File: config.mk
export PLATFORM = sky130hd
export DESIGN_NAME = rom_loader
export DESIGN_NICKNAME = d
export VERILOG_FILES = /design/src/rtl/rom_loader_pkg.sv /design/src/rtl/rom_loader.sv
export SDC_FILE = /design/constraint.sdc
export NUM_CORES = 1
export LEC_CHECK = 0
export BUFFER_PORTS_ARGS = -buffer_cell sky130_fd_sc_hd__buf_2
export CORE_UTILIZATION = 35
export DETAILED_ROUTE_END_ITERATION = 12
export PLACE_DENSITY = 0.64
export SKIP_CTS_REPAIR_TIMING = 1
export SYNTH_ARGS = -nofsm -noshare
export SYNTH_HDL_FRONTEND = slang
export SYNTH_SLANG_ARGS = --single-unit
File: constraint.sdc
create_clock -name clk -period 5.29 [get_ports clk]
set_clock_uncertainty 0.2 [all_clocks]
set_input_delay 0.7935 -clock clk [delete_from_list [all_inputs] [get_ports clk]]
set_output_delay 0.7935 -clock clk [all_outputs]
set_load 0.03 [all_outputs]
File: src/rtl/rom_loader_pkg.sv
// rom_loader_pkg
//   Shared constants and types for the serial ROM loader: bus widths of the
//   instruction ROM write port, the framing bytes (magic, ACK, NAK) and the
//   loader state encoding exposed on the debug port.
package rom_loader_pkg;

    localparam int MemAddrBus = 32;    // ROM byte-address width
    localparam int MemBus     = 32;    // ROM data width
    localparam int RomNum     = 4096;  // ROM depth in words

    localparam logic [7:0] LOADER_MAGIC = 8'h5A;
    localparam logic [7:0] LOADER_ACK   = 8'h06;
    localparam logic [7:0] LOADER_NAK   = 8'h15;

    typedef enum logic [2:0] {
        ST_IDLE  = 3'd0,
        ST_LEN0  = 3'd1,
        ST_LEN1  = 3'd2,
        ST_DATA  = 3'd3,
        ST_CKSUM = 3'd4,
        ST_RESP  = 3'd5
    } loader_state_t;

endpackage

File: src/rtl/rom_loader.sv
// rom_loader
//   Frames a UART byte stream (5A, count_lo, count_hi, count x 4 data bytes
//   LSB first, optional checksum) into 32-bit ROM writes, holds the core while
//   a frame is open and answers with a one-byte ACK/NAK.
//
//   Optional feature macro: ROM_LOADER_CKSUM_EN
//     defined   : a trailing XOR checksum byte is expected and compared.
//     undefined : no checksum byte; the last data word directly ACKs.
//
// Ports
//   clk, rst         clock, synchronous active-low reset
//   en_i             gates frame start only
//   rx_valid_i/data  received byte strobe and value
//   rom_we_o         one-cycle write pulse, rom_addr_o/rom_data_o valid with it
//   hold_o           high while a frame is open
//   tx_valid_o/data  response strobe and byte (ACK 06 / NAK 15)
//   done_o, err_o    sticky result flags, cleared at next frame start
//   dbg_state_o      current loader state
//
// Handshake: rx_valid_i is a single-cycle strobe with no back-pressure; a byte
// is consumed in every cycle it is high, including back-to-back cycles.
// rom_we_o and tx_valid_o are single-cycle strobes with no ready.
module rom_loader
    import rom_loader_pkg::*;
#(
    parameter logic [MemAddrBus-1:0] BASE_ADDR   = 32'h0000_0000,
    parameter int                    MAX_WORDS   = RomNum,
    parameter int                    TIMEOUT_CYC = 1_000_000
) (
    input  logic                  clk,
    input  logic                  rst,
    input  logic                  en_i,
    input  logic                  rx_valid_i,
    input  logic [7:0]            rx_data_i,
    output logic                  rom_we_o,
    output logic [MemAddrBus-1:0] rom_addr_o,
    output logic [MemBus-1:0]     rom_data_o,
    output logic                  hold_o,
    output logic                  tx_valid_o,
    output logic [7:0]            tx_data_o,
    output logic                  done_o,
    output logic                  err_o,
    output loader_state_t         dbg_state_o
);

    localparam int          TMO_W       = $clog2(TIMEOUT_CYC + 1);
    localparam logic [31:0] MAX_WORDS_U = MAX_WORDS;

    loader_state_t           r_state;
    loader_state_t           w_state_nxt;
    logic                    w_resp_ack;
    logic                    w_resp;
    logic                    w_in_frame;
    logic                    w_timeout;
    logic                    w_last_byte;
    logic                    w_last_word;
    logic [15:0]             w_count_full;

    logic [15:0]             r_count;
    logic [15:0]             r_word_idx;
    logic [1:0]              r_byte_idx;
    logic [23:0]             r_word;     // bytes 0..2 of the word being assembled
    logic [TMO_W-1:0]        r_tmo;
    logic                    r_we;
    logic [MemAddrBus-1:0]   r_addr;
    logic [MemBus-1:0]       r_data;
    logic [7:0]              r_tx_data;
    logic                    r_done;
    logic                    r_err;
`ifdef ROM_LOADER_CKSUM_EN
    logic [7:0]              r_cksum;
`endif

    assign w_in_frame = (r_state == ST_LEN0) || (r_state == ST_LEN1) ||
                        (r_state == ST_DATA) || (r_state == ST_CKSUM);
    // Entering RESP is the single point where the response is decided.
    assign w_resp     = (w_state_nxt == ST_RESP) && (r_state != ST_RESP);

    always_ff @(posedge clk) begin
        if (!rst) r_state <= ST_IDLE;
        else      r_state <= w_state_nxt;
    end

    always_comb begin
        w_state_nxt  = r_state;
        w_resp_ack   = 1'b0;
        w_count_full = {rx_data_i, r_count[7:0]};
        w_last_byte  = (r_byte_idx == 2'd3);
        w_last_word  = (r_word_idx == (r_count - 16'd1));
        // Fires on the TIMEOUT_CYC-th consecutive idle cycle inside a frame.
        w_timeout    = w_in_frame && !rx_valid_i &&
                       (r_tmo == TMO_W'(TIMEOUT_CYC - 1));
        case (r_state)
            ST_IDLE: begin
                if (rx_valid_i && en_i && (rx_data_i == LOADER_MAGIC))
                    w_state_nxt = ST_LEN0;
            end
            ST_LEN0: begin
                if (rx_valid_i)     w_state_nxt = ST_LEN1;
                else if (w_timeout) w_state_nxt = ST_RESP;
            end
            ST_LEN1: begin
                if (rx_valid_i) begin
                    if ({16'd0, w_count_full} > MAX_WORDS_U) begin
                        w_state_nxt = ST_RESP;
                    end else if (w_count_full == 16'd0) begin
`ifdef ROM_LOADER_CKSUM_EN
                        w_state_nxt = ST_CKSUM;
`else
                        w_state_nxt = ST_RESP;
                        w_resp_ack  = 1'b1;
`endif
                    end else begin
                        w_state_nxt = ST_DATA;
                    end
                end else if (w_timeout) begin
                    w_state_nxt = ST_RESP;
                end
            end
            ST_DATA: begin
                if (rx_valid_i) begin
                    if (w_last_byte && w_last_word) begin
`ifdef ROM_LOADER_CKSUM_EN
                        w_state_nxt = ST_CKSUM;
`else
                        w_state_nxt = ST_RESP;
                        w_resp_ack  = 1'b1;
`endif
                    end
                end else if (w_timeout) begin
                    w_state_nxt = ST_RESP;
                end
            end
`ifdef ROM_LOADER_CKSUM_EN
            ST_CKSUM: begin
                if (rx_valid_i) begin
                    w_state_nxt = ST_RESP;
                    w_resp_ack  = (rx_data_i == r_cksum);
                end else if (w_timeout) begin
                    w_state_nxt = ST_RESP;
                end
            end
`endif
            ST_RESP: w_state_nxt = ST_IDLE;
            default: w_state_nxt = ST_IDLE;
        endcase
    end

    always_ff @(posedge clk) begin
        if (!rst) begin
            r_count    <= '0;
            r_word_idx <= '0;
            r_byte_idx <= '0;
            r_word     <= '0;
            r_tmo      <= '0;
            r_we       <= 1'b0;
            r_addr     <= '0;
            r_data     <= '0;
            r_tx_data  <= '0;
            r_done     <= 1'b0;
            r_err      <= 1'b0;
`ifdef ROM_LOADER_CKSUM_EN
            r_cksum    <= '0;
`endif
        end else begin
            r_we <= 1'b0;

            if (rx_valid_i || !w_in_frame) r_tmo <= '0;
            else                           r_tmo <= r_tmo + 1'b1;

            if ((r_state == ST_IDLE) && (w_state_nxt == ST_LEN0)) begin
                r_done     <= 1'b0;
                r_err      <= 1'b0;
                r_word_idx <= '0;
                r_byte_idx <= '0;
`ifdef ROM_LOADER_CKSUM_EN
                r_cksum    <= '0;
`endif
            end

            if (rx_valid_i && (r_state == ST_LEN0)) r_count[7:0]  <= rx_data_i;
            if (rx_valid_i && (r_state == ST_LEN1)) r_count[15:8] <= rx_data_i;

            if (rx_valid_i && (r_state == ST_DATA)) begin
`ifdef ROM_LOADER_CKSUM_EN
                r_cksum    <= r_cksum ^ rx_data_i;
`endif
                r_byte_idx <= r_byte_idx + 2'd1;
                case (r_byte_idx)
                    2'd0: r_word[7:0]   <= rx_data_i;
                    2'd1: r_word[15:8]  <= rx_data_i;
                    2'd2: r_word[23:16] <= rx_data_i;
                    default: begin
                        r_we       <= 1'b1;
                        r_addr     <= BASE_ADDR + {14'd0, r_word_idx, 2'b00};
                        r_data     <= {rx_data_i, r_word};
                        r_word_idx <= r_word_idx + 16'd1;
                    end
                endcase
            end

            if (w_resp) begin
                r_tx_data <= w_resp_ack ? LOADER_ACK : LOADER_NAK;
                r_done    <= w_resp_ack;
                r_err     <= !w_resp_ack;
            end
        end
    end

    assign rom_we_o    = r_we;
    assign rom_addr_o  = r_addr;
    assign rom_data_o  = r_data;
    assign hold_o      = w_in_frame;
    assign tx_valid_o  = (r_state == ST_RESP);
    assign tx_data_o   = r_tx_data;
    assign done_o      = r_done;
    assign err_o       = r_err;
    assign dbg_state_o = r_state;

endmodule
==> impl_metrics.csv <==
group,metric,value,unit
final_layout,antenna_cells_inserted,0,
placement,detailedPlacementHpwl,10.1,mm
clock_tree,cts_inserted_buffers,17,
floorplanning,die_area,19100,um^2
placement,port_buffers,71,
critical_path,crit_arrival,3.09,ns
critical_path,timing.critical_path.from_type,"flip-flop",
synth,netlist_top_cells_area,"dfxtp_1, a21boi_0, nand2_1, nand3_1, buf_4",
final_layout,num-nets-final,849,
synth,post_synth_instance_area,6480,um^2
global_routing,gr-max-usage-layer,"met2",
final_layout,area_growth,14.1,%
synth,largest_area_contributor_in_the_netlist,"dfxtp_1",
global_routing,groute.layer.met1.usage,22.5,%
floorplanning,die_w,138,um
floorplanning,row_count,49,
synth,share_of_yosys_cell_area_claimed_by_the_top_area_cell_type,41.7,%
synth,post-synth-top-count-cell,"nand2_1",
route,first_pass_iters,9,
critical_path,path_max_fanout,7,
floorplanning,fp.dieH,138,um
global_routing,grt_max_degree,117,
final_layout,num-fill-cells,1824,
critical_path,crit_path_end_kind,"flip-flop",
clock_tree,clk_pin_slew_worst_setup_hold_paths,0.06,ns
placement,place.gp.congestion,0.812,
timing,hold_viol_final,0,
clock_tree,h-tree-depth,4,
flow_run,cap_viol_max_count,0,
floorplanning,start_util,35.8,%
pwr,vdd_ir_drop_max,235,uV
pwr,cellLeakagePower,2.76,nW
global_routing,antenna_found_initial,0,
pwr,power_density,305,nW/um^2
worst_hold_path,hold_path_depth,2,
critical_path,critical_path_class,"flip-flop to flip-flop",
worst_hold_path,timing.hold.worst.class,"flip-flop to flip-flop",
synth,synth_common_cells,"nand2_1, dfxtp_1, a21boi_0",
route,vias_per_instance,5.00,
clock_tree,ctsLongestPathBuffers,2,
clock_tree,clk_root_buffer_cell,"clkbuf_16",
critical_path,worst_path_required_time,5.41,ns
critical_path,timing.reg2reg.worst_path_depth,8,
global_routing,global_route.usage.total,16.4,%
synth,postSynthCellCount,793,
synth,ys_seq_area_share,41.7,%
global_routing,global_route.usage.met2,24.5,%
status,violated_checks,"design-rule violations",
synth,synth-edff-count,0,
timing,fin_tns_setup,0,ns
global_routing,globalRoute.totalOverflow,0,
route,drt_iter0_drc,377,
timing,setup-violations-final,0,
route,antenna_left,0,
timing,achievable-frequency,337,MHz
synth,synth-warning-count,0,
clock_tree,clock_tree_from_tritoncts,"yes",
route,drt_wl_cell,14.0,um
timing,post-route-period-util,56.1,%
synth,ys_dominant_reg_cell,"dfxtp_1",
timing,rsz_0062_raised_after_global_routing,"no",
global_routing,groute.layer.met3.usage,4.47,%
final_layout,final_layout_size_suffix_gt1_share,14.6,%
clock_tree,clock-sinks,135,
final_layout,finish.utilization,40.9,%
synth,async_reset_ff_share,0,%
synth,yosys.cell_types.count,69,
timing,final_max_slew_viol_count,0,
status,run_status,"finished with violations",
route,detailroute.via_count,5365,
route,wl,15.0,mm
floorplanning,core_area,18100,um^2
floorplanning,floorplan.io_pins,92,
synth,ys_seq_elements,135,
timing,worst_pin_slew,1.25,ns
route,route.detailed.drc,11,
global_routing,grt_pass1_wl,25.1,mm
timing,finalWorstPathRequiredPeriod,2.97,ns
clock_tree,clk-insertion-delay-late,0.42,ns
synth,postSynthAreaPerCell,8.17,um^2
global_routing,grt_pass1_vias,4909,
timing,worst_slew_margin_rel,15.6,%
[registers in the layout (all words and copies together) (netlist names), 2 cells and up]
register	flops
r_count	16
tx_data_o	3
rom_data_o	32
rom_addr_o	16
r_byte_idx	2
r_word_idx	16
r_word	24
dbg_state_o	3
r_tmo	20
[report_power, final]
group	total (mW)	internal, mW	switching (mW)
Combinational	0.0607	0.0150	0.0457
Sequential	1.02	1.02	0.0000918
Clock	1.18	0.721	0.455
Total	2.25	1.75	0.501
[per-layer routing]
metal  up-vias  wire length (um)
met2       144              6480
met3        21               919
met1      2452              7410
met5         -                 0
met4         0               213
li1       2748                 -
[worst max-delay path: stages (launching register included)]
cell	delay (ns)
dfxtp_1	0.37
inv_1	0.08
ha_1	0.21
nor4b_1	0.73
and4_1	0.34
o311ai_1	0.14
a211oi_2	0.50
o21ai_1	0.13
o21a_1	0.17
[cell type report]
cell class              instances  area, um^2  share of cell area (%)
flip-flops and latches        135        2700                    36.5
repair buffers                 76         393                    5.31
inverters                      14        52.6                   0.710
well taps                     229         287                    3.87
clock buffers                  19         453                    6.12
multi-input cells             586        3370                    45.5
clock inverters                13         143                    1.93
[kinds of logic (layout without fill, tap and decap cells)]
group	Yosys count	after routing	share of synthesized area, %
flops	135	135	41.7
compound gates	161	161	17.6
buf+inv	91	122	7.51
fa+ha+maj	7	7	1.35
xor+xnor	33	33	4.46
simple gates	364	364	27.2
mux	1	1	0.154
other cells	1	20	0.0578
[stage by stage]
stage / instances / power (mW) / hold WS [ns] / area [um^2] / setup slack [ns]
floorplan: 812 / 1.10 / 0.230 / 6550 / 2.53
global placement: 1040 / 1.10 / 0.243 / 6800 / 2.19
detailed placement: 1040 / 1.10 / 0.256 / 6800 / 2.19
CTS: 1072 / 2.28 / 0.264 / 7400 / 2.35
global route: 1072 / 2.32 / 0.279 / 7400 / 2.09
finish: 1072 / 2.25 / 0.259 / 7400 / 2.32
[path summary, 6_finish.rpt]
path / start / endpoint / slack (ns)
max reg2reg: r_count[0] / done_o / 2.32
max: r_count[0] / done_o / 2.32
min: rom_addr_o[11] / rom_addr_o[11] / 0.26
min reg2reg: rom_addr_o[11] / rom_addr_o[11] / 0.26
[cell usage in the layout, fill, tap and decap left out, types with 14 or more instances in the layout]
cell	count
xnor2_1	18
xor2_1	15
nand2_1	182
nand3_1	47
dfxtp_1	135
a21boi_0	94
nor2_1	38
clkbuf_16	17
o21ai_0	17
buf_2	71
nor3_1	14
inv_1	14
a21oi_1	19
conb_1	20
Power figures use the tool's default switching activity.
